[config.mk]
export PLATFORM = sky130hd
export DESIGN_NAME = picosoc_ws2812_chain_flat
export DESIGN_NICKNAME = d
export VERILOG_FILES = /design/src/rtl/picosoc_ws2812_chain_if.sv /design/src/rtl/picosoc_ws2812_chain.sv /design/src/flat_wrapper.sv
export SDC_FILE = /design/constraint.sdc
export NUM_CORES = 1
export LEC_CHECK = 0
export ABC_AREA = 1
export BUFFER_PORTS_ARGS = -buffer_cell sky130_fd_sc_hd__buf_2
export CAP_MARGIN = 30
export CORE_UTILIZATION = 35
export CTS_BUF_LIST = sky130_fd_sc_hd__clkbuf_8
export DETAILED_ROUTE_END_ITERATION = 8
export PLACE_DENSITY = 0.53
export SLEW_MARGIN = 5
export SYNTH_ARGS = -nofsm -noshare
export SYNTH_HDL_FRONTEND = slang
export SYNTH_SLANG_ARGS = --single-unit
export TNS_END_PERCENT = 10
[constraint.sdc]
create_clock -name clk -period 2 [get_ports clk]
set_input_delay 0.2 -clock clk [delete_from_list [all_inputs] [get_ports clk]]
set_output_delay 0.2 -clock clk [all_outputs]
set_load 0.05 [all_outputs]
[src/rtl/picosoc_ws2812_chain_if.sv]
// ---------------------------------------------------------------------------
// picosoc_ws2812_chain_if
// Purpose : picosoc iomem peripheral bus bundle used by the WS2812 chain
//           sequencer. The CPU side drives the request, the peripheral side
//           answers with ready/rdata.
// Signals :
//   iomem_valid  request, held by the master until iomem_ready
//   iomem_wstrb  byte strobes; any bit set = write, all zero = read
//   iomem_addr   byte address
//   iomem_wdata  write data
//   iomem_rdata  read data, valid while iomem_ready is high
//   iomem_ready  one-cycle acknowledge from the peripheral
// ---------------------------------------------------------------------------
interface picosoc_ws2812_chain_if;
   logic        iomem_valid;
   logic [3:0]  iomem_wstrb;
   logic [31:0] iomem_addr;
   logic [31:0] iomem_wdata;
   logic [31:0] iomem_rdata;
   logic        iomem_ready;

   modport master (
      output iomem_valid,
      output iomem_wstrb,
      output iomem_addr,
      output iomem_wdata,
      input  iomem_rdata,
      input  iomem_ready
   );

   modport slave (
      input  iomem_valid,
      input  iomem_wstrb,
      input  iomem_addr,
      input  iomem_wdata,
      output iomem_rdata,
      output iomem_ready
   );
endinterface

[src/rtl/picosoc_ws2812_chain.sv]
// ---------------------------------------------------------------------------
// picosoc_ws2812_chain
// Purpose : iomem-mapped sequencer for a daisy-chained WS2812 strip. Holds a
//           per-LED colour buffer, shifts it out GRB MSB-first with WS2812
//           bit timing, then holds the line low for the latch gap and pulses
//           done_irq once per frame.
// Ports   :
//   clk          system clock
//   reset        synchronous, active-high reset
//   bus          iomem slave (valid/wstrb/addr/wdata in, rdata/ready out)
//   done_irq     one-cycle pulse when a frame (including latch gap) finishes
//   ws2812_dout  registered serial data to the strip
// Map     : addr[8]=0 -> registers (0x00 CTRL, 0x04 COUNT)
//           addr[8]=1 -> pixel buffer, index addr[7:2], data {R,G,B}
// ---------------------------------------------------------------------------
module picosoc_ws2812_chain #(
   parameter int CLOCK_SPEED_HZ = 50_000_000,
   parameter int NUM_LEDS       = 8,
   parameter int T0H_NS         = 400,
   parameter int T1H_NS         = 800,
   parameter int TBIT_NS        = 1250,
   parameter int TLATCH_US      = 80
) (
   input  logic                         clk,
   input  logic                         reset,
   picosoc_ws2812_chain_if.slave        bus,
   output logic                         done_irq,
   output logic                         ws2812_dout
);

   // Cycle counts are clk_hz * ns / 1e9, truncated; done in 64 bits so the
   // product cannot overflow for realistic clocks.
   function automatic int nsToCycles(input longint ns);
      return int'((longint'(CLOCK_SPEED_HZ) * ns) / 64'sd1_000_000_000);
   endfunction

   localparam int T0H_CYC    = nsToCycles(longint'(T0H_NS));
   localparam int T1H_CYC    = nsToCycles(longint'(T1H_NS));
   localparam int TBIT_CYC   = nsToCycles(longint'(TBIT_NS));
   localparam int TLATCH_CYC = nsToCycles(longint'(TLATCH_US) * 64'sd1000);
   localparam int CNT_MAX    = (TBIT_CYC > TLATCH_CYC) ? TBIT_CYC : TLATCH_CYC;
   localparam int CNT_W      = $clog2(CNT_MAX + 1);
   localparam int IDX_W      = (NUM_LEDS > 1) ? $clog2(NUM_LEDS) : 1;

   localparam logic [CNT_W-1:0] T0H_LAST    = CNT_W'(T0H_CYC - 1);
   localparam logic [CNT_W-1:0] T1H_LAST    = CNT_W'(T1H_CYC - 1);
   localparam logic [CNT_W-1:0] TBIT_LAST   = CNT_W'(TBIT_CYC - 1);
   localparam logic [CNT_W-1:0] TLATCH_LAST = CNT_W'(TLATCH_CYC - 1);
   localparam logic [6:0]       NUM_LEDS_7  = 7'(NUM_LEDS);

   typedef enum logic [2:0] {
      IDLE,
      LOAD,
      HIGH,
      LOW,
      LATCH
   } state_t;

   state_t            state_q;
   logic [CNT_W-1:0]  cnt_q;
   logic [6:0]        pixIdx_q;
   logic [4:0]        bitIdx_q;
   logic [23:0]       shiftReg_q;
   logic [6:0]        ledCount_q;
   logic              doneFlag_q;
   logic              irq_q;
   logic              dout_q;
   logic              ready_q;
   logic [31:0]       rdata_q;

   logic [23:0]       pixMem [0:(2**IDX_W)-1];

   logic              busy;
   logic              wrEn;
   logic              ctrlWr;
   logic              countWr;
   logic              pixWr;
   logic              pixIdxOk;
   logic [5:0]        regIdx;
   logic [6:0]        countSat;
   logic [CNT_W-1:0]  highLast;
   logic [31:0]       rdValue;
   logic              unusedBits;

   assign busy     = (state_q != IDLE);
   assign regIdx   = bus.iomem_addr[7:2];
   assign pixIdxOk = ({1'b0, regIdx} < NUM_LEDS_7);

   // A write takes effect on the handshake edge (valid and ready both high),
   // while address and data are still held by the master.
   assign wrEn     = bus.iomem_valid & ready_q & (|bus.iomem_wstrb);
   assign ctrlWr   = wrEn & ~bus.iomem_addr[8] & (regIdx == 6'd0);
   assign countWr  = wrEn & ~bus.iomem_addr[8] & (regIdx == 6'd1);
   assign pixWr    = wrEn &  bus.iomem_addr[8] & pixIdxOk;

   assign countSat = (bus.iomem_wdata[6:0] > NUM_LEDS_7) ? NUM_LEDS_7 : bus.iomem_wdata[6:0];
   assign highLast = shiftReg_q[23] ? T1H_LAST : T0H_LAST;

   assign unusedBits = ^{bus.iomem_addr[31:9], bus.iomem_addr[1:0],
                         bus.iomem_wdata[31:24], bus.iomem_wstrb[3]};

   assign bus.iomem_ready = ready_q;
   assign bus.iomem_rdata = rdata_q;
   assign done_irq        = irq_q;
   assign ws2812_dout     = dout_q;

   // Read mux: register space or pixel buffer. Out-of-range pixel indices
   // and unmapped registers return zero.
   always_comb begin
      rdValue = '0;
      if (!bus.iomem_addr[8]) begin
         if (regIdx == 6'd0) begin
            rdValue = {30'b0, doneFlag_q, busy};
         end else if (regIdx == 6'd1) begin
            rdValue = {25'b0, ledCount_q};
         end
      end else if (pixIdxOk) begin
         rdValue = {8'b0, pixMem[bus.iomem_addr[IDX_W+1:2]]};
      end
   end

   // Bus acknowledge: ready rises one cycle after valid and drops right
   // after, so each request gets exactly one ready cycle. Read data is
   // captured alongside ready and is zero at all other times.
   always_ff @(posedge clk) begin
      if (reset) begin
         ready_q <= 1'b0;
         rdata_q <= '0;
      end else begin
         ready_q <= bus.iomem_valid & ~ready_q;
         if (bus.iomem_valid && !ready_q && (bus.iomem_wstrb == 4'b0000)) begin
            rdata_q <= rdValue;
         end else begin
            rdata_q <= '0;
         end
      end
   end

   // Pixel buffer writes, byte by byte under the strobes. The buffer is not
   // reset and may be rewritten mid-frame; each pixel is only sampled when
   // the sequencer loads it.
   always_ff @(posedge clk) begin
      if (pixWr) begin
         if (bus.iomem_wstrb[0]) pixMem[bus.iomem_addr[IDX_W+1:2]][7:0]   <= bus.iomem_wdata[7:0];
         if (bus.iomem_wstrb[1]) pixMem[bus.iomem_addr[IDX_W+1:2]][15:8]  <= bus.iomem_wdata[15:8];
         if (bus.iomem_wstrb[2]) pixMem[bus.iomem_addr[IDX_W+1:2]][23:16] <= bus.iomem_wdata[23:16];
      end
   end

   // Frame sequencer. cnt_q counts cycles since entering HIGH for bit
   // timing, and cycles since entering LATCH for the latch gap. The
   // done-clear is applied before the end-of-frame set so that a clear
   // landing on the final cycle loses to the set. dout is updated on the
   // same edge as the state so it lines up with the state exactly.
   always_ff @(posedge clk) begin
      if (reset) begin
         state_q    <= IDLE;
         cnt_q      <= '0;
         pixIdx_q   <= '0;
         bitIdx_q   <= '0;
         shiftReg_q <= '0;
         ledCount_q <= NUM_LEDS_7;
         doneFlag_q <= 1'b0;
         irq_q      <= 1'b0;
         dout_q     <= 1'b0;
      end else begin
         irq_q <= 1'b0;

         if (ctrlWr && bus.iomem_wstrb[0] && bus.iomem_wdata[1]) begin
            doneFlag_q <= 1'b0;
         end

         if (countWr && bus.iomem_wstrb[0] && !busy) begin
            ledCount_q <= countSat;
         end

         case (state_q)
            IDLE: begin
               dout_q <= 1'b0;
               if (ctrlWr && bus.iomem_wstrb[0] && bus.iomem_wdata[0]) begin
                  pixIdx_q <= '0;
                  cnt_q    <= '0;
                  state_q  <= (ledCount_q == 7'd0) ? LATCH : LOAD;
               end
            end

            LOAD: begin
               shiftReg_q <= {pixMem[pixIdx_q[IDX_W-1:0]][15:8],
                              pixMem[pixIdx_q[IDX_W-1:0]][23:16],
                              pixMem[pixIdx_q[IDX_W-1:0]][7:0]};
               bitIdx_q   <= 5'd23;
               cnt_q      <= '0;
               dout_q     <= 1'b1;
               state_q    <= HIGH;
            end

            HIGH: begin
               cnt_q <= cnt_q + CNT_W'(1);
               if (cnt_q == highLast) begin
                  dout_q  <= 1'b0;
                  state_q <= LOW;
               end
            end

            LOW: begin
               if (cnt_q == TBIT_LAST) begin
                  cnt_q <= '0;
                  if (bitIdx_q != 5'd0) begin
                     shiftReg_q <= {shiftReg_q[22:0], 1'b0};
                     bitIdx_q   <= bitIdx_q - 5'd1;
                     dout_q     <= 1'b1;
                     state_q    <= HIGH;
                  end else if ((pixIdx_q + 7'd1) < ledCount_q) begin
                     pixIdx_q <= pixIdx_q + 7'd1;
                     state_q  <= LOAD;
                  end else begin
                     state_q <= LATCH;
                  end
               end else begin
                  cnt_q <= cnt_q + CNT_W'(1);
               end
            end

            LATCH: begin
               dout_q <= 1'b0;
               if (cnt_q == TLATCH_LAST) begin
                  doneFlag_q <= 1'b1;
                  irq_q      <= 1'b1;
                  state_q    <= IDLE;
               end else begin
                  cnt_q <= cnt_q + CNT_W'(1);
               end
            end

            default: begin
               dout_q  <= 1'b0;
               state_q <= IDLE;
            end
         endcase
      end
   end

endmodule

[src/flat_wrapper.sv]
// flat-port wrapper written by rule: the top's interface ports become plain ports
module picosoc_ws2812_chain_flat 
#(
   parameter int CLOCK_SPEED_HZ = 50_000_000,
   parameter int NUM_LEDS       = 8,
   parameter int T0H_NS         = 400,
   parameter int T1H_NS         = 800,
   parameter int TBIT_NS        = 1250,
   parameter int TLATCH_US      = 80
)
  (clk, reset, done_irq, ws2812_dout, bus_iomem_valid, bus_iomem_wstrb, bus_iomem_addr, bus_iomem_wdata, bus_iomem_rdata, bus_iomem_ready);
  picosoc_ws2812_chain_if bus_i ();
  input  logic clk;
  input  logic reset;
  output logic done_irq;
  output logic ws2812_dout;
  input wire logic [$bits(bus_i.iomem_valid)-1:0] bus_iomem_valid;
  input wire logic [$bits(bus_i.iomem_wstrb)-1:0] bus_iomem_wstrb;
  input wire logic [$bits(bus_i.iomem_addr)-1:0] bus_iomem_addr;
  input wire logic [$bits(bus_i.iomem_wdata)-1:0] bus_iomem_wdata;
  output wire logic [$bits(bus_i.iomem_rdata)-1:0] bus_iomem_rdata;
  output wire logic [$bits(bus_i.iomem_ready)-1:0] bus_iomem_ready;
  assign bus_i.iomem_valid = bus_iomem_valid;
  assign bus_i.iomem_wstrb = bus_iomem_wstrb;
  assign bus_i.iomem_addr = bus_iomem_addr;
  assign bus_i.iomem_wdata = bus_iomem_wdata;
  assign bus_iomem_rdata = bus_i.iomem_rdata;
  assign bus_iomem_ready = bus_i.iomem_ready;
  picosoc_ws2812_chain #(.CLOCK_SPEED_HZ(CLOCK_SPEED_HZ), .NUM_LEDS(NUM_LEDS), .T0H_NS(T0H_NS), .T1H_NS(T1H_NS), .TBIT_NS(TBIT_NS), .TLATCH_US(TLATCH_US)) u_core (.clk(clk), .reset(reset), .bus(bus_i), .done_irq(done_irq), .ws2812_dout(ws2812_dout));
endmodule
Yosys cells after proc, flatten, opt, wreduce, memory -nomap -nowiden
Memories as Yosys holds them, arrays and structs flattened. A register that Yosys moved wholly into a read port is not among the register bits.
Index checks and enable logic that the tools add are counted.

word-level totals
  flip-flop bits (word level) = 94
  bits in writable memories = 192
  input bits = 71
  memories kept = 1

cells by class
  bitwise gates (word level) = 12
  magnitude comparators = 3
  multiplexer cells = 48
  eq/ne operators = 16
  reduce and logical (&&, ||, !) cells = 26
  add/subtract/negate cells = 3

memory list
  memory         depth  bits a word  read ports  clocked after memory_dff  wr ports  RTL line                    text
  u_core.pixMem  8      24           2           1                         1         picosoc_ws2812_chain.sv:71  logic [23:0] pixMem [0:(2**IDX_W)-1];

operator list
  operator                 number
  $mux W24                 3
  $mux W32                 2
  $pmux W12 S5             1
  $pmux W24 S2             1
  $mux W7                  6
  $mux W12                 3
  $mux W3                  9
  $mux W1                  16
  $pmux W3 S5              1
  $pmux W7 S2              1
  $add A12 B1 Y12 const B  1
  $eq A12 B12 Y1           1
  $eq A12 B12 Y1 const B   1
  $eq A12 B6 Y1 const B    1
  $ne A2 B1 Y1 const B     6
  $mux W5                  2
  $pmux W5 S2              1
  $reduce_bool A5 Y1       2
  $reduce_and A3 Y1        3
  $and A1 B1 Y1            8
  $add A7 B1 Y7 const B    1
  $gt A7 B4 Y1 const B     1
  $logic_and A1 B1 Y1      7
  $logic_not A7 Y1         1
  21 further kinds         29

Depth between registers and ports, before layout
  depth after elaboration = 10
  depth in mapped cells = 15
  depth with buffers taken out = 14

Worst setup path after synthesis
OpenSTA, ideal clock, no wires.

  kind = register to register
  from = register u_core.pixIdx_q[0]
  to = register u_core.pixIdx_q[3]
  required time = 1.885 ns
  library setup time = 0.115 ns
  cell stages (with the launch flop) = 15
  data arrival time = 2.056 ns
  period minus slack after synthesis = 2.171 ns
  setup slack = -0.171 ns
  cell sequence = dfxtp_1 ha_1 nand3_1 nor2_1 nand2_1 xnor2_1 ha_1 a21o_1 nor2_1 nand3_1 o21ai_2 buf_4 nand3_1 nand2_1 nor2_1

on the way
  cells in the longest elaborated chain, start to end = 5
  elaborated cells between the ends (all ways) = 8
  classes of those cells = add/sub: 1; order compare: 1; eq/ne: 1; mux: 4; reduce/logical: 1

ends and longest elaborated chain
  element                                                               RTL line                                                  text
  start, declared                                                       picosoc_ws2812_chain.sv:61                                logic [6:0] pixIdx_q;
  start signal, assigned                                                picosoc_ws2812_chain.sv:214                               pixIdx_q <= pixIdx_q + 7'd1;
  $add A7 B1 Y7 (*)                                                     picosoc_ws2812_chain.sv:213, picosoc_ws2812_chain.sv:214
  parallel branches: the longest is 4 deep, another holds $lt A7 B7 Y1  --

Every way passes the cells marked *. The select of a mux whose other input is x is not followed.
A chain may end at the register's enable or synchronous reset.

Worst setup path after layout
  from = register u_core.pixIdx_q[1]
  to = register u_core.pixIdx_q[2]

The elaborated chain is that of the path after synthesis.

==> out/qor.txt <==
IO Port Bufs = 64
root buf cell = clkbuf_8
Yosys top cell area share = 0.433
area leader, netlist = edfxtp_1
Fin. Hold Viols = 0
starting density of the core = 0.355
EDFF count, synth = 192
period utilisation layout = 1.10
final worst slack = -203 ps
Die Ht = 197 um
CTS sink count = 281
via count = 11,512
relative slew slack = 0.648
synthesis-stage register bit count = 281
post-route insts no fill = 2,235
routed len/inst = 18.7 um
setup violators final = 12
routed wire length = 41.9 mm
DP HPWL = 27.6 mm
Fillers = 3,659
final core occ = 0.434
Reg-to-Reg Start = u_core.pixIdx_q[1]$_SDFFE_PP0P_
failing checks = setup timing
antenna cells = 0
initial antenna violation count = 1
placed insts = 2,113
worst endpoint data arrival time = 2690 ps
die width = 197 um
Simple-Gate Fraction of Synth Area = 0.171
synth unique cells = 50
RSZ-0062 raised after global routing = true
Slew @ Worst Pin = 528 ps
Cell Area, Synth = 13,300 um^2
DR iter-0 viols = 1,118
Most used DFF post-synth = edfxtp_1
share of cells above drive strength 1 = 0.181
hold crit path type = in2reg
most common cell after layout, fill and taps aside = nand2_1
Die Area = 38,900 um^2
Power Density = 735 nW/um^2
Worst Setup End Kind = register
Compound-Gate Fraction of Synth Area = 0.164
final worst path period need = 2200 ps
fmax = 454 MHz
post-synthesis async set-or-reset flop share = 0
num ports = 106
drt drc = 0
antenna-violating nets left = 0
hold path endpoint = u_core.bus.iomem_rdata[16]$_SDFF_PP0_
Reg area = 7550 um^2
status = finished, violations left
Seq/Total Area, Yosys = 0.566
CORE AREA = 37,600 um^2
CP startpoint = u_core.pixIdx_q[1]$_SDFFE_PP0P_
DR pass1 iterations = 5
synthesized netlist cell count = 1,494
clock transition at the registers of the reported paths = 60 ps
row cnt = 71
H-tree levels = 2
commonest non-fill, non-tap cells in the layout = nand2_1, edfxtp_1, inv_1
Via density = 5.15
yosys warns = 0
largest net degree at the start of global routing = 48
kind of critical path = reg2reg
CTS Buf Count = 49
first-pass GRT wire length = 64.0 mm
Clock Path Buffers = 3
Clock Latency Late Sink = 630 ps
CP max FO = 6
vias in the first global route = 11,079
area grow syn2layout = 22.3%
Post-Synth Adder-Cell Area = 0.00939
Peak VDD IR = 0.320 mV
CTS tree = built
WHS Path Cells = 3
Synth area leaders = edfxtp_1, dfxtp_1, nand2_1, a21oi_1, o21ai_0
number of max-cap violations = 0
final net count = 1,765
worst reg2reg setup slack = -200 ps
Startpoint Class = register
clock skew = 28.1 ps
Static Leak = 6.71 nW
area occupied by multi-input gates = 4830 um^2
path depth of the worst reg2reg path = 13
largest family of logic cells by synthesized area = simple AND/OR/NAND/NOR gates
Final Wtd Congestion = 0.860
Total Routing Usage GR = 0.218
terminus of the critical flop-to-flop path = u_core.pixIdx_q[2]$_SDFFE_PP0P_
Final Slew Violations = 0
hold path startpoint = bus_iomem_addr[3]
post-synthesis xor/xnor area fraction = 0.00723
CP required = 2490 ps
Synth Area per Inst = 8.92 um^2
post-synthesis mux area share = 0
global route total overflow = 0
## state kept, by name (all words and copies together), names as in the netlist, named ones only
| signal | count |
|---|---|
| u_core.bitIdx_q | 5 |
| u_core.doneFlag_q | 1 |
| u_core.ws2812_dout | 1 |
| u_core.pixMem | 192 |
| u_core.bus.iomem_rdata | 24 |
| u_core.pixIdx_q | 7 |
| u_core.cnt_q | 12 |
| u_core.done_irq | 1 |
| u_core.ledCount_q | 7 |
| u_core.state_q | 3 |
| u_core.bus.iomem_ready | 1 |
| u_core.shiftReg_q | 24 |
## report_power, final
part	leakage [nW]	switching, mW	internal [mW]
Combinational	3.70	0.339	0.160
Sequential	2.44	0.00182	6.20
Clock	0.566	2.45	2.83
Total	6.71	2.79	9.19
## cell usage after synthesis, types with 5 or more instances
cell type  instances
inv_2              6
o211ai_1           7
nor2_1           148
dfxtp_1           89
nand3_1           72
a41oi_1            6
nand2_2            5
ha_1              10
clkbuf_1          38
buf_6              6
xor2_1             9
nand2_1          280
nand4_1           16
o21ai_0          133
a31oi_1            7
edfxtp_1         192
buf_2             30
o22ai_1           30
nor3_1            10
a21oi_2           11
buf_4             10
inv_1            165
a22oi_1            9
a211oi_1           5
a21oi_1          148
## metrics by stage
step	cell area [um^2]	hold WS [ps]	setup WS [ps]	setup TNS [ps]	power (mW)
after CTS	16200	75.2	-168	-1650	12.1
after floorplan	13400	299	-54.5	-269	6.55
after detailed placement	14900	450	-308	-3280	6.77
final	16300	105	-203	-2090	12.0
after global placement	14900	452	-262	-2450	6.77
after global routing	16300	72.3	-334	-3650	12.4
## how the worst max path moves through the flow
stage	to	slack, ps	cells after the start
finish	u_core.pixIdx_q[2]$_SDFFE_PP0P_	-200	13
global placement	u_core.pixIdx_q[6]$_SDFFE_PP0P_	-260	13
CTS	u_core.pixIdx_q[5]$_SDFFE_PP0P_	-170	13
detailed placement	u_core.pixIdx_q[6]$_SDFFE_PP0P_	-310	13
global route	u_core.pixIdx_q[6]$_SDFFE_PP0P_	-330	13
floorplan	u_core.pixIdx_q[3]$_SDFFE_PP0P_	-50	14
## final cells by class
| cell class | instances | area share |
|---|---|---|
| Clock buffer | 53 | 0.0447 |
| Clock inverter | 38 | 0.0148 |
| Inverter | 173 | 0.0398 |
| Multi-Input combinational cell | 960 | 0.296 |
| Sequential cell | 281 | 0.463 |
| Tap cell | 511 | 0.0392 |
| Timing Repair Buffer | 219 | 0.102 |
## what timing repair did
action,in CTS,in global routing
gates resized for setup,5,16
setup buffers,0,2
cloned,1,0
hold buffers,28,0
endpoints found under the setup margin,11,31
endpoints found under the hold margin,198,0
pin swaps,4,5
## worst max-delay path, stage by stage, from the launching register on
cell,delay [ps]
dfxtp_2,350
ha_4,160
nand3_4,80
nor2_1,100
nand2_1,90
xnor2_2,150
ha_1,310
a21o_1,190
nor2_4,140
nand3_4,120
o21ai_4,130
nand3_1,100
nand2_1,90
nor2_1,50
## cell families (layout without fill, tap and decap cells)
kind of cell	after synthesis	count (layout)
adders and majority gates	10	10
other	1	8
buffers and inverters	261	483
DFF	281	281
and+or+nand+nor	545	545
AOI/OAI and AO/OA	385	386
xor gates and xnor gates	11	11
## layer usage
metal | GRT usage | share of wire
met4 | 0.0784 | 0.029
met2 | 0.350 | 0.46
met3 | 0.0468 | 0.078
met1 | 0.289 | 0.44
met5 | 0 | 0.00031
(Power assumes the default switching activity.)
